===== config.mk =====
export PLATFORM = sky130hd
export DESIGN_NAME = event_readout_sequencer
export DESIGN_NICKNAME = d
export VERILOG_FILES = /design/src/rtl/qn_readout_pkg.sv /design/src/rtl/event_readout_sequencer_coin_edge_sync.sv /design/src/rtl/event_readout_sequencer.sv
export SDC_FILE = /design/constraint.sdc
export NUM_CORES = 1
export LEC_CHECK = 0
export CAP_MARGIN = 5
export CORE_MARGIN = 3
export CORE_UTILIZATION = 39
export DETAILED_ROUTE_END_ITERATION = 6
export GPL_ROUTABILITY_DRIVEN = 0
export PLACE_DENSITY = 0.83
export RECOVER_POWER = 25
export SETUP_SLACK_MARGIN = 0.1
export SLEW_MARGIN = 20
export SYNTH_ARGS = -nofsm -noshare
export SYNTH_HDL_FRONTEND = slang
export SYNTH_SLANG_ARGS = --single-unit
export TNS_END_PERCENT = 20

===== constraint.sdc =====
create_clock -name clk50 -period 2.5 [get_ports clk50]
set_input_delay 0.25 -clock clk50 [delete_from_list [all_inputs] [get_ports clk50]]
set_output_delay 0.25 -clock clk50 [all_outputs]
set_load 0.1 [all_outputs]

===== src/rtl/qn_readout_pkg.sv =====
// Shared definitions for the tube readout path.
//   seq_state_t  : event sequencer states
//   TRAILER_WORD : end-of-event marker written after the last tube word
//   tube_name()  : 8-bit channel tag placed in fifo_din[7:0]; the Raspberry Pi
//                  decoder model uses the same mapping
package qn_readout_pkg;

    typedef enum logic [2:0] {
        ST_IDLE,
        ST_GATE,
        ST_SCAN,
        ST_TRAIL,
        ST_CLEAR
    } seq_state_t;

    localparam logic [15:0] TRAILER_WORD = 16'hFFFF;

    // name(i) = {i[2:0], i[3], 3 + i[4]}: ch0=8'h03, ch9=8'h33, ch16=8'h04, ch31=8'hF4
    function automatic logic [7:0] tube_name(input logic [4:0] i);
        logic [3:0] bank;
        bank = 4'd3 + {3'b000, i[4]};
        return {i[2:0], i[3], bank};
    endfunction

endpackage


===== src/rtl/event_readout_sequencer_coin_edge_sync.sv =====
// Brings the asynchronous scintillator coincidence into clk50 and flags its
// rising edge for exactly one cycle.
//   clk50      in  system clock
//   clr        in  async active-high reset
//   coin_async in  scintillator coincidence, asynchronous to clk50
//   coin_rise  out one-cycle pulse on a rising edge of the synchronised signal
module coin_edge_sync (
    input  logic clk50,
    input  logic clr,
    input  logic coin_async,
    output logic coin_rise
);

    // [0],[1]: two-flop synchroniser; [2]: previous synchronised value
    logic [2:0] sync_q;

    always_ff @(posedge clk50 or posedge clr) begin
        if (clr) begin
            sync_q <= '0;
        end else begin
            sync_q <= {sync_q[1:0], coin_async};
        end
    end

    assign coin_rise = sync_q[1] & ~sync_q[2];

endmodule


===== src/rtl/event_readout_sequencer.sv =====
// Sequences one scintillator-triggered event: gate window, scan of every tube
// time channel into the readout FIFO as {time, name}, trailer word, then a
// tube clear pulse before re-arming. Stalls (without loss) on FIFO full.
//   clk50       in  system clock
//   clr         in  async active-high reset
//   scin_coin   in  scintillator coincidence (asynchronous)
//   tube_data   in  NUM_TUBES x 8-bit tube times, channel i at [8i+7:8i]
//   fifo_full   in  FIFO full flag
//   tube_gate   out gate enable to all tubes
//   tube_clr    out clear to all tubes
//   fifo_din    out FIFO word, [15:8] time, [7:0] name; TRAILER when idle
//   fifo_wr_en  out one-cycle write strobe per word (registered)
//   busy        out high outside IDLE
//   overflow    out sticky: a write was held off by fifo_full
//   evt_count   out completed events, wrapping
//   drop_count  out triggers ignored while busy, saturating
module event_readout_sequencer
    import qn_readout_pkg::*;
#(
    parameter int unsigned NUM_TUBES   = 32,
    parameter int unsigned GATE_CYCLES = 256,
    parameter int unsigned CLR_CYCLES  = 11,
    parameter logic [15:0] TRAILER     = TRAILER_WORD
) (
    input  logic                   clk50,
    input  logic                   clr,
    input  logic                   scin_coin,
    input  logic [NUM_TUBES*8-1:0] tube_data,
    input  logic                   fifo_full,
    output logic                   tube_gate,
    output logic                   tube_clr,
    output logic [15:0]            fifo_din,
    output logic                   fifo_wr_en,
    output logic                   busy,
    output logic                   overflow,
    output logic [15:0]            evt_count,
    output logic [7:0]             drop_count
);

    localparam int unsigned IDX_W  = (NUM_TUBES > 1) ? $clog2(NUM_TUBES) : 1;
    localparam int unsigned GATE_W = $clog2(GATE_CYCLES + 1);
    localparam int unsigned CLRC_W = $clog2(CLR_CYCLES + 1);

    localparam logic [IDX_W-1:0]  LAST_IDX  = IDX_W'(NUM_TUBES - 1);
    localparam logic [GATE_W-1:0] GATE_LAST = GATE_W'(GATE_CYCLES - 1);
    localparam logic [CLRC_W-1:0] CLR_LAST  = CLRC_W'(CLR_CYCLES - 1);

    logic trig;

    coin_edge_sync u_coin_sync (
        .clk50      (clk50),
        .clr        (clr),
        .coin_async (scin_coin),
        .coin_rise  (trig)
    );

    logic [NUM_TUBES-1:0][7:0] tube_time;
    assign tube_time = tube_data;

    seq_state_t        state_q, state_d;
    logic [GATE_W-1:0] gate_cnt_q, gate_cnt_d;
    logic [CLRC_W-1:0] clr_cnt_q, clr_cnt_d;
    logic [IDX_W-1:0]  idx_q, idx_d;
    logic [15:0]       fifo_din_q, fifo_din_d;
    logic              fifo_wr_en_q, fifo_wr_en_d;
    logic              overflow_q, overflow_d;
    logic [15:0]       evt_count_q, evt_count_d;
    logic [7:0]        drop_count_q, drop_count_d;

    always_ff @(posedge clk50 or posedge clr) begin
        if (clr) begin
            state_q      <= ST_IDLE;
            gate_cnt_q   <= '0;
            clr_cnt_q    <= '0;
            idx_q        <= '0;
            fifo_din_q   <= TRAILER;
            fifo_wr_en_q <= 1'b0;
            overflow_q   <= 1'b0;
            evt_count_q  <= '0;
            drop_count_q <= '0;
        end else begin
            state_q      <= state_d;
            gate_cnt_q   <= gate_cnt_d;
            clr_cnt_q    <= clr_cnt_d;
            idx_q        <= idx_d;
            fifo_din_q   <= fifo_din_d;
            fifo_wr_en_q <= fifo_wr_en_d;
            overflow_q   <= overflow_d;
            evt_count_q  <= evt_count_d;
            drop_count_q <= drop_count_d;
        end
    end

    always_comb begin
        state_d      = state_q;
        gate_cnt_d   = gate_cnt_q;
        clr_cnt_d    = clr_cnt_q;
        idx_d        = idx_q;
        fifo_din_d   = TRAILER;
        fifo_wr_en_d = 1'b0;
        overflow_d   = overflow_q;
        evt_count_d  = evt_count_q;
        drop_count_d = drop_count_q;

        // Any trigger outside IDLE (including the last CLEAR cycle) is dropped
        if (trig && (state_q != ST_IDLE) && (drop_count_q != 8'hFF)) begin
            drop_count_d = drop_count_q + 8'd1;
        end

        case (state_q)
            ST_IDLE: begin
                if (trig) begin
                    state_d    = ST_GATE;
                    gate_cnt_d = '0;
                end
            end
            ST_GATE: begin
                if (gate_cnt_q == GATE_LAST) begin
                    state_d = ST_SCAN;
                    idx_d   = '0;
                end else begin
                    gate_cnt_d = gate_cnt_q + GATE_W'(1);
                end
            end
            ST_SCAN: begin
                // idx only advances on an accepted write, so a stall resumes on the same channel
                if (fifo_full) begin
                    overflow_d = 1'b1;
                end else begin
                    fifo_din_d   = {tube_time[idx_q], tube_name(5'(idx_q))};
                    fifo_wr_en_d = 1'b1;
                    if (idx_q == LAST_IDX) begin
                        state_d = ST_TRAIL;
                    end else begin
                        idx_d = idx_q + IDX_W'(1);
                    end
                end
            end
            ST_TRAIL: begin
                if (fifo_full) begin
                    overflow_d = 1'b1;
                end else begin
                    fifo_din_d   = TRAILER;
                    fifo_wr_en_d = 1'b1;
                    evt_count_d  = evt_count_q + 16'd1;
                    state_d      = ST_CLEAR;
                    clr_cnt_d    = '0;
                end
            end
            ST_CLEAR: begin
                if (clr_cnt_q == CLR_LAST) begin
                    state_d = ST_IDLE;
                end else begin
                    clr_cnt_d = clr_cnt_q + CLRC_W'(1);
                end
            end
            default: state_d = ST_IDLE;
        endcase
    end

    assign tube_gate  = (state_q == ST_GATE);
    assign tube_clr   = (state_q == ST_CLEAR);
    assign busy       = (state_q != ST_IDLE);
    assign fifo_din   = fifo_din_q;
    assign fifo_wr_en = fifo_wr_en_q;
    assign overflow   = overflow_q;
    assign evt_count  = evt_count_q;
    assign drop_count = drop_count_q;

endmodule


; Word-level counts from Yosys, hierarchy flattened
; Cells that the tools add are included.
[classes]
n_eq_ne = 17
n_reduce_logical = 14
shifts = 0
addsub = 6
bitwise = 3
mux = 23
order_cmp = 1
multipliers = 0
n_div = 0
[op_table]
columns = cell, n
row1 = binary-select mux 8 bit (select 5 bit), 1
row2 = two-way mux 16 bit, 2
row3 = two-way mux 3 bit, 6
row4 = two-way mux 9 bit, 2
row5 = case mux 9 bit (2 select lines), 1
row6 = adder 16 x 1 -> 16 bit (second input constant), 1
row7 = two-way mux 5 bit, 3
row8 = case mux 3 bit (5 select lines), 1
row9 = != test 2 bit (second input constant), 7
row10 = case mux 5 bit (2 select lines), 1
row11 = adder 9 x 1 -> 9 bit (second input constant), 1
row12 = == test 9 x 8 -> 1 bit (second input constant), 1
row13 = adder 8 x 1 -> 8 bit (second input constant), 1
row14 = two-way mux 4 bit, 2
row15 = two-way mux 8 bit, 1
row16 = != test 8 bit (second input constant), 1
row17 = case mux 4 bit (2 select lines), 1
row18 = == test 3 x 2 -> 1 bit (second input constant), 2
row19 = < comparator 5 x 6 -> 1 bit (second input constant), 1
row20 = AND reduction 3 bit, 2
row21 = AND reduction 6 bit, 1
row22 = nonzero test 2 bit, 3
row23 = adder 5 x 1 -> 5 bit (second input constant), 1
row24 = == test 5 bit (second input constant), 1
row25 = other kinds (15), 20
[word_totals]
romBits = 0
mem_bits_rw = 0
n_memories = 0
regBits = 66
latchBits = 0
elab_cells = 74

; Depth between registers and ports, before layout
[depth]
ltp_word = 4
mapped_depth = 9
depth_no_buf = 9

; Cells and area by module
; From an unflattened synthesis, not the netlist that was laid out.
[unflattened]
hier_cells = 450
hier_area_um2 = 5044.8
[modules_own_cells]
columns = mod, instances, cells_per_inst, area_each_um2
row1 = event_readout_sequencer, 1, 445, 4952.2
row2 = coin_edge_sync, 1, 5, 92.6

; Worst setup path after synthesis
; No wires, ideal clock.
[synth_timing]
path_type = register to register
startpoint = register state_q[0]
endpoint = register clr_cnt_q[1]
t_arrival_ns = 3.515
stages_incl_launch_ff = 6
path_buffers = 1
setup_time_ns = 0.128
slack_ns = -1.143
path_cell_list = dfrtp_1 -> buf_2 -> nor3_1 -> o21ai_1 -> nand2b_1 -> mux2_1
[synth_between]
elab_chain_len = 3
elab_cells_between_ends = 7
cone_classes = eq/ne (4) / mux (1) / reduce/logical (2)
[synth_rtl]
columns = element, line
row1 = from (decl), event_readout_sequencer.sv:60  ; seq_state_t state_q, state_d;
row2 = from (signal assigned), event_readout_sequencer.sv:82  ; state_q <= state_d;
row3 = == test 3 bit (*), --
row4 = via tube_clr, event_readout_sequencer.sv:31  ; output logic tube_clr,
row5 = != test 2 bit (no source line) / nonzero test 2 bit (equally long branches), --
row6 = AND reduction 3 bit (no source line), --
row7 = to (signal assigned), event_readout_sequencer.sv:84  ; clr_cnt_q <= clr_cnt_d;
row8 = to (decl), event_readout_sequencer.sv:62  ; logic [CLRC_W-1:0] clr_cnt_q, clr_cnt_d;
; The timed path passes the listed nets; every way through them passes the cells marked *.
; A chain may end at the register's enable or synchronous reset.

; Final worst setup path
[layout_timing]
startpoint = register gate_cnt_q[0]
endpoint = register gate_cnt_q[7]
[layout_between]
elab_chain_len = 3
elab_cells_between_ends = 6
cone_classes = add/sub (1) / eq/ne (2) / mux (2) / reduce/logical (1)
[layout_rtl]
columns = element, line
row1 = from (decl), event_readout_sequencer.sv:61  ; logic [GATE_W-1:0] gate_cnt_q, gate_cnt_d;
row2 = from (signal assigned), event_readout_sequencer.sv:83  ; gate_cnt_q <= gate_cnt_d;
row3 = adder 9 x 1 -> 9 bit / == test 9 x 8 -> 1 bit (equally long branches), "event_readout_sequencer.sv:122, event_readout_sequencer.sv:118"
row4 = two-way mux 9 bit / != test 2 bit (equally long branches), --
row5 = case mux 9 bit (2 select lines) / AND reduction 3 bit (equally long branches), --
; Parallel ways exist; a longest one is shown, timed or not. The select of a mux whose other input is x is not followed.

==> flow_metrics.env <==
export IMPL_status="completed"
export IMPL_layout_commonest_cell="clkdlybuf4s50_1"
export IMPL_critPathSlowestCell="dfrtp_1"
export IMPL_insertedDiodeCount=0
export IMPL_detailroute_via_count=5282
export IMPL_placement_io_buffers=304
export IMPL_pin_count_of_the_biggest_net_entering_global_routing=52
export IMPL_cts_sinks=65
export IMPL_fmax_ghz=0.449
export IMPL_worst_slew_pin_slew_ns=0.993
export IMPL_cts_hold_repair_buffers=0
export IMPL_clk_latency_ns=0.33
export IMPL_placeableCoreArea_mm2=0.0128
export IMPL_synth_main_ff_cell="dfrtp_1"
export IMPL_dp_cells=960
export IMPL_dieWidth_um=121
export IMPL_leakagePower_nw=4.10
export IMPL_routed_wl_um=19300
export IMPL_synthArstFlopShare_pct=100
export IMPL_design_final_nets=1067
export IMPL_powerDensity_mw_per_mm2=439
export IMPL_n_fill_cell=968
export IMPL_rr_endpoint="gate_cnt_q[7]"
export IMPL_clock_path_buffers=2
export IMPL_min_period_ns=2.23
export IMPL_finalHoldViolCount=0
export IMPL_drive_above_1_share_pct=16.2
export IMPL_crit_arrival_ns=2.42
export IMPL_post_synth_instance_area_mm2=0.00516
export IMPL_setup_viol=0
export IMPL_flow_area_growth_from_synthesis_pct=65.8
export IMPL_hp_start="u_coin_sync.sync_q[0]"
export IMPL_ys_warns=0
export IMPL_rrSetupSlack_ns=0.27
export IMPL_worst_setup_path_end_kind="register"
export IMPL_grt_setup_unrepaired="no"
export IMPL_critical_path_startpoint_type="register"
export IMPL_timing_max_cap_violations=0
export IMPL_grt_most_used_layer="met2"
export IMPL_cts_made_buffers=9
export IMPL_critPathMaxStageDelay_ns=0.41
export IMPL_h_tree_level_count=3
export IMPL_grtUsageTotal_pct=25.6
export IMPL_cts_resized=0
export IMPL_ys_ff_latch=65
export IMPL_global_route_usage_met2_pct=45.4
export IMPL_wire_length_of_the_first_global_routing_pass_um=29400
export IMPL_via_density_per_instance=5.41
export IMPL_finClkSkew_ns=0.00587
export IMPL_worstRegToRegCells=9
export IMPL_slew_headroom_pct=33.7
export IMPL_synth_edf_count=0
export IMPL_timing_hold_worst_class="register to register"
export IMPL_grt_antenna_before_repair=0
export IMPL_cts_tree="yes"
export IMPL_critical_path_top_delay_family="simple AND/OR/NAND/NOR gates"
export IMPL_post_cts_setup_buffers=0
export IMPL_timing_setup_tns_ns=0
export IMPL_report_final_slew_viol_count=0
export IMPL_global_route_usage_met1_pct=31.6
export IMPL_crit_buf_inv=0
export IMPL_category_of_the_most_critical_setup_path="register to register"
export IMPL_grt_met3_usage_pct=5.17
export IMPL_timing_hold_worst_endpoint="u_coin_sync.sync_q[1]"
export IMPL_power_ir_vdd_worst_v=0.000405
export IMPL_detailedRoute_firstIterationViolations=328
export IMPL_clk_transition_reported_paths_ns=0.06
export IMPL_timing_final_crit_share_pct=89.1
export IMPL_layout_cells_most_common_list="257 x clkdlybuf4s50_1, 106 x mux2i_1, 54 x a22oi_1"
export IMPL_timing_hold_worst_path_depth=0
export IMPL_final_antenna_net_count=0
export IMPL_floorplan_rows=41
export IMPL_first_pass_iters=4
export IMPL_start_util_pct=40.4
export IMPL_critical_path_required_ns=2.70
export IMPL_drc=0
export IMPL_hpwl_um=15800
export IMPL_final_instance_count_excl_fill=976
export IMPL_avgSynthCellArea_um2=10.2
export IMPL_grt_pass1_vias=5580
export IMPL_worst_r2r_startpoint="gate_cnt_q[0]"
export IMPL_clk_root_buffer_cell="clkbuf_16"
export IMPL_yosysUniqueCellTypes=56
export IMPL_worstPathCellList="ha_1 -> nand2_1 -> nor3_1 -> ha_1 -> nor4b_4 -> a21oi_2 -> nor4b_4 -> xnor2_1 -> nor2_2"
export IMPL_overflow=0
export IMPL_crit_fanout=7
export IMPL_synth_sequential_area_ratio_pct=31.9
export IMPL_post_drt_wl_per_cell_um=19.7
export IMPL_synthesis_nets=775
export IMPL_synthesis_instances=507
export IMPL_design_die_area_mm2=0.0146
export IMPL_chipHeight_um=121
export IMPL_io_pins=305
report_power, final:
| group | internal (mW) | total (mW) | switching [mW] |
|---|---|---|---|
| combinational | 0.576 | 1.13 | 0.556 |
| sequential | 1.15 | 1.27 | 0.114 |
| clock | 0.880 | 1.35 | 0.475 |
final cells by class:
cell class | count | area [um2] | area share, %
clock inverter | 7 | 103 | 1.20
clock buffer | 9 | 225 | 2.63
multi-input combinational | 399 | 3240 | 37.9
inverter | 8 | 30.0 | 0.351
timing repair buffer | 316 | 3080 | 36.1
tap | 172 | 215 | 2.52
sequential | 65 | 1650 | 19.3
synth_stat cells, types with 3 or more instances:
library cell | instances | area [um2]
nor2_1 | 21 | 78.8
nand4_1 | 8 | 50.1
or2_2 | 3 | 18.8
nand3_1 | 9 | 45.0
dfstp_2 | 15 | 394
clkbuf_1 | 7 | 26.3
buf_6 | 8 | 90.1
buf_4 | 7 | 52.6
a22oi_1 | 54 | 405
o21ai_0 | 19 | 95.1
nand2_1 | 48 | 180
ha_1 | 8 | 100
xnor2_1 | 17 | 149
and3_1 | 13 | 81.3
a21oi_1 | 15 | 75.1
mux2i_1 | 106 | 1060
mux4_2 | 14 | 315
dfrtp_1 | 50 | 1250
a31oi_1 | 4 | 25.0
nor2b_1 | 4 | 25.0
xor2_1 | 14 | 123
buf_2 | 9 | 45.0
nor3_1 | 4 | 20.0
inv_1 | 5 | 18.8
sequential cells by signal, summed over array words and instances, names as in the netlist:
| name | cells |
|---|---|
| clr_cnt_q | 4 |
| fifo_wr_en | 1 |
| idx_q | 5 |
| drop_count | 8 |
| gate_cnt_q | 9 |
| evt_count | 16 |
| state_q | 3 |
| u_coin_sync.sync_q | 3 |
| fifo_din | 15 |
| overflow | 1 |
per-layer routing:
metal / wire length, um / vias up / share of wire [%]
met3: 1290 / 25 / 6.7
met5: 0 / - / 0
met2: 10200 / 237 / 53
met1: 7460 / 2529 / 39
li1: - / 2491 / -
met4: 291 / 0 / 1.5
per-stage QoR:
step / instance area [um2] / hold slack (ns) / util, % / setup slack, ns / power [mW]
detailed placement: 8220 / 0.339 / 64.4 / 0.308 / 2.42
floorplan: 5170 / 0.281 / - / 0.323 / 1.84
global route: 8550 / 0.369 / 66.9 / 0.129 / 3.91
CTS: 8550 / 0.303 / 66.9 / 0.253 / 3.78
global placement: 8220 / 0.340 / 64.4 / 0.444 / 2.39
finish: 8550 / 0.350 / 66.9 / 0.272 / 3.76
worst max-delay path by stage:
stage / endpoint / start / depth (start not counted)
detailed placement: gate_cnt_q[7] / gate_cnt_q[0] / 9
floorplan: drop_count[5] / drop_count[0] / 6
global placement: fifo_din[8] / fifo_full / 6
global route: gate_cnt_q[7] / gate_cnt_q[0] / 9
finish: gate_cnt_q[7] / gate_cnt_q[0] / 9
CTS: gate_cnt_q[7] / gate_cnt_q[0] / 9
cell families (layout without fill, tap and decap cells):
kind of cell | count (synthesis) | after routing | synth area share (%)
AO/OA/AOI/OAI | 103 | 103 | 13.9
buffers and inverters | 43 | 340 | 5.56
adder cells (fa/ha/maj) | 8 | 8 | 1.94
XOR/XNOR | 31 | 31 | 5.26
flip-flops | 65 | 65 | 31.9
AND/OR/NAND/NOR | 134 | 134 | 14.1
multiplexers | 123 | 123 | 27.3
Power figures use the tool's default switching activity.
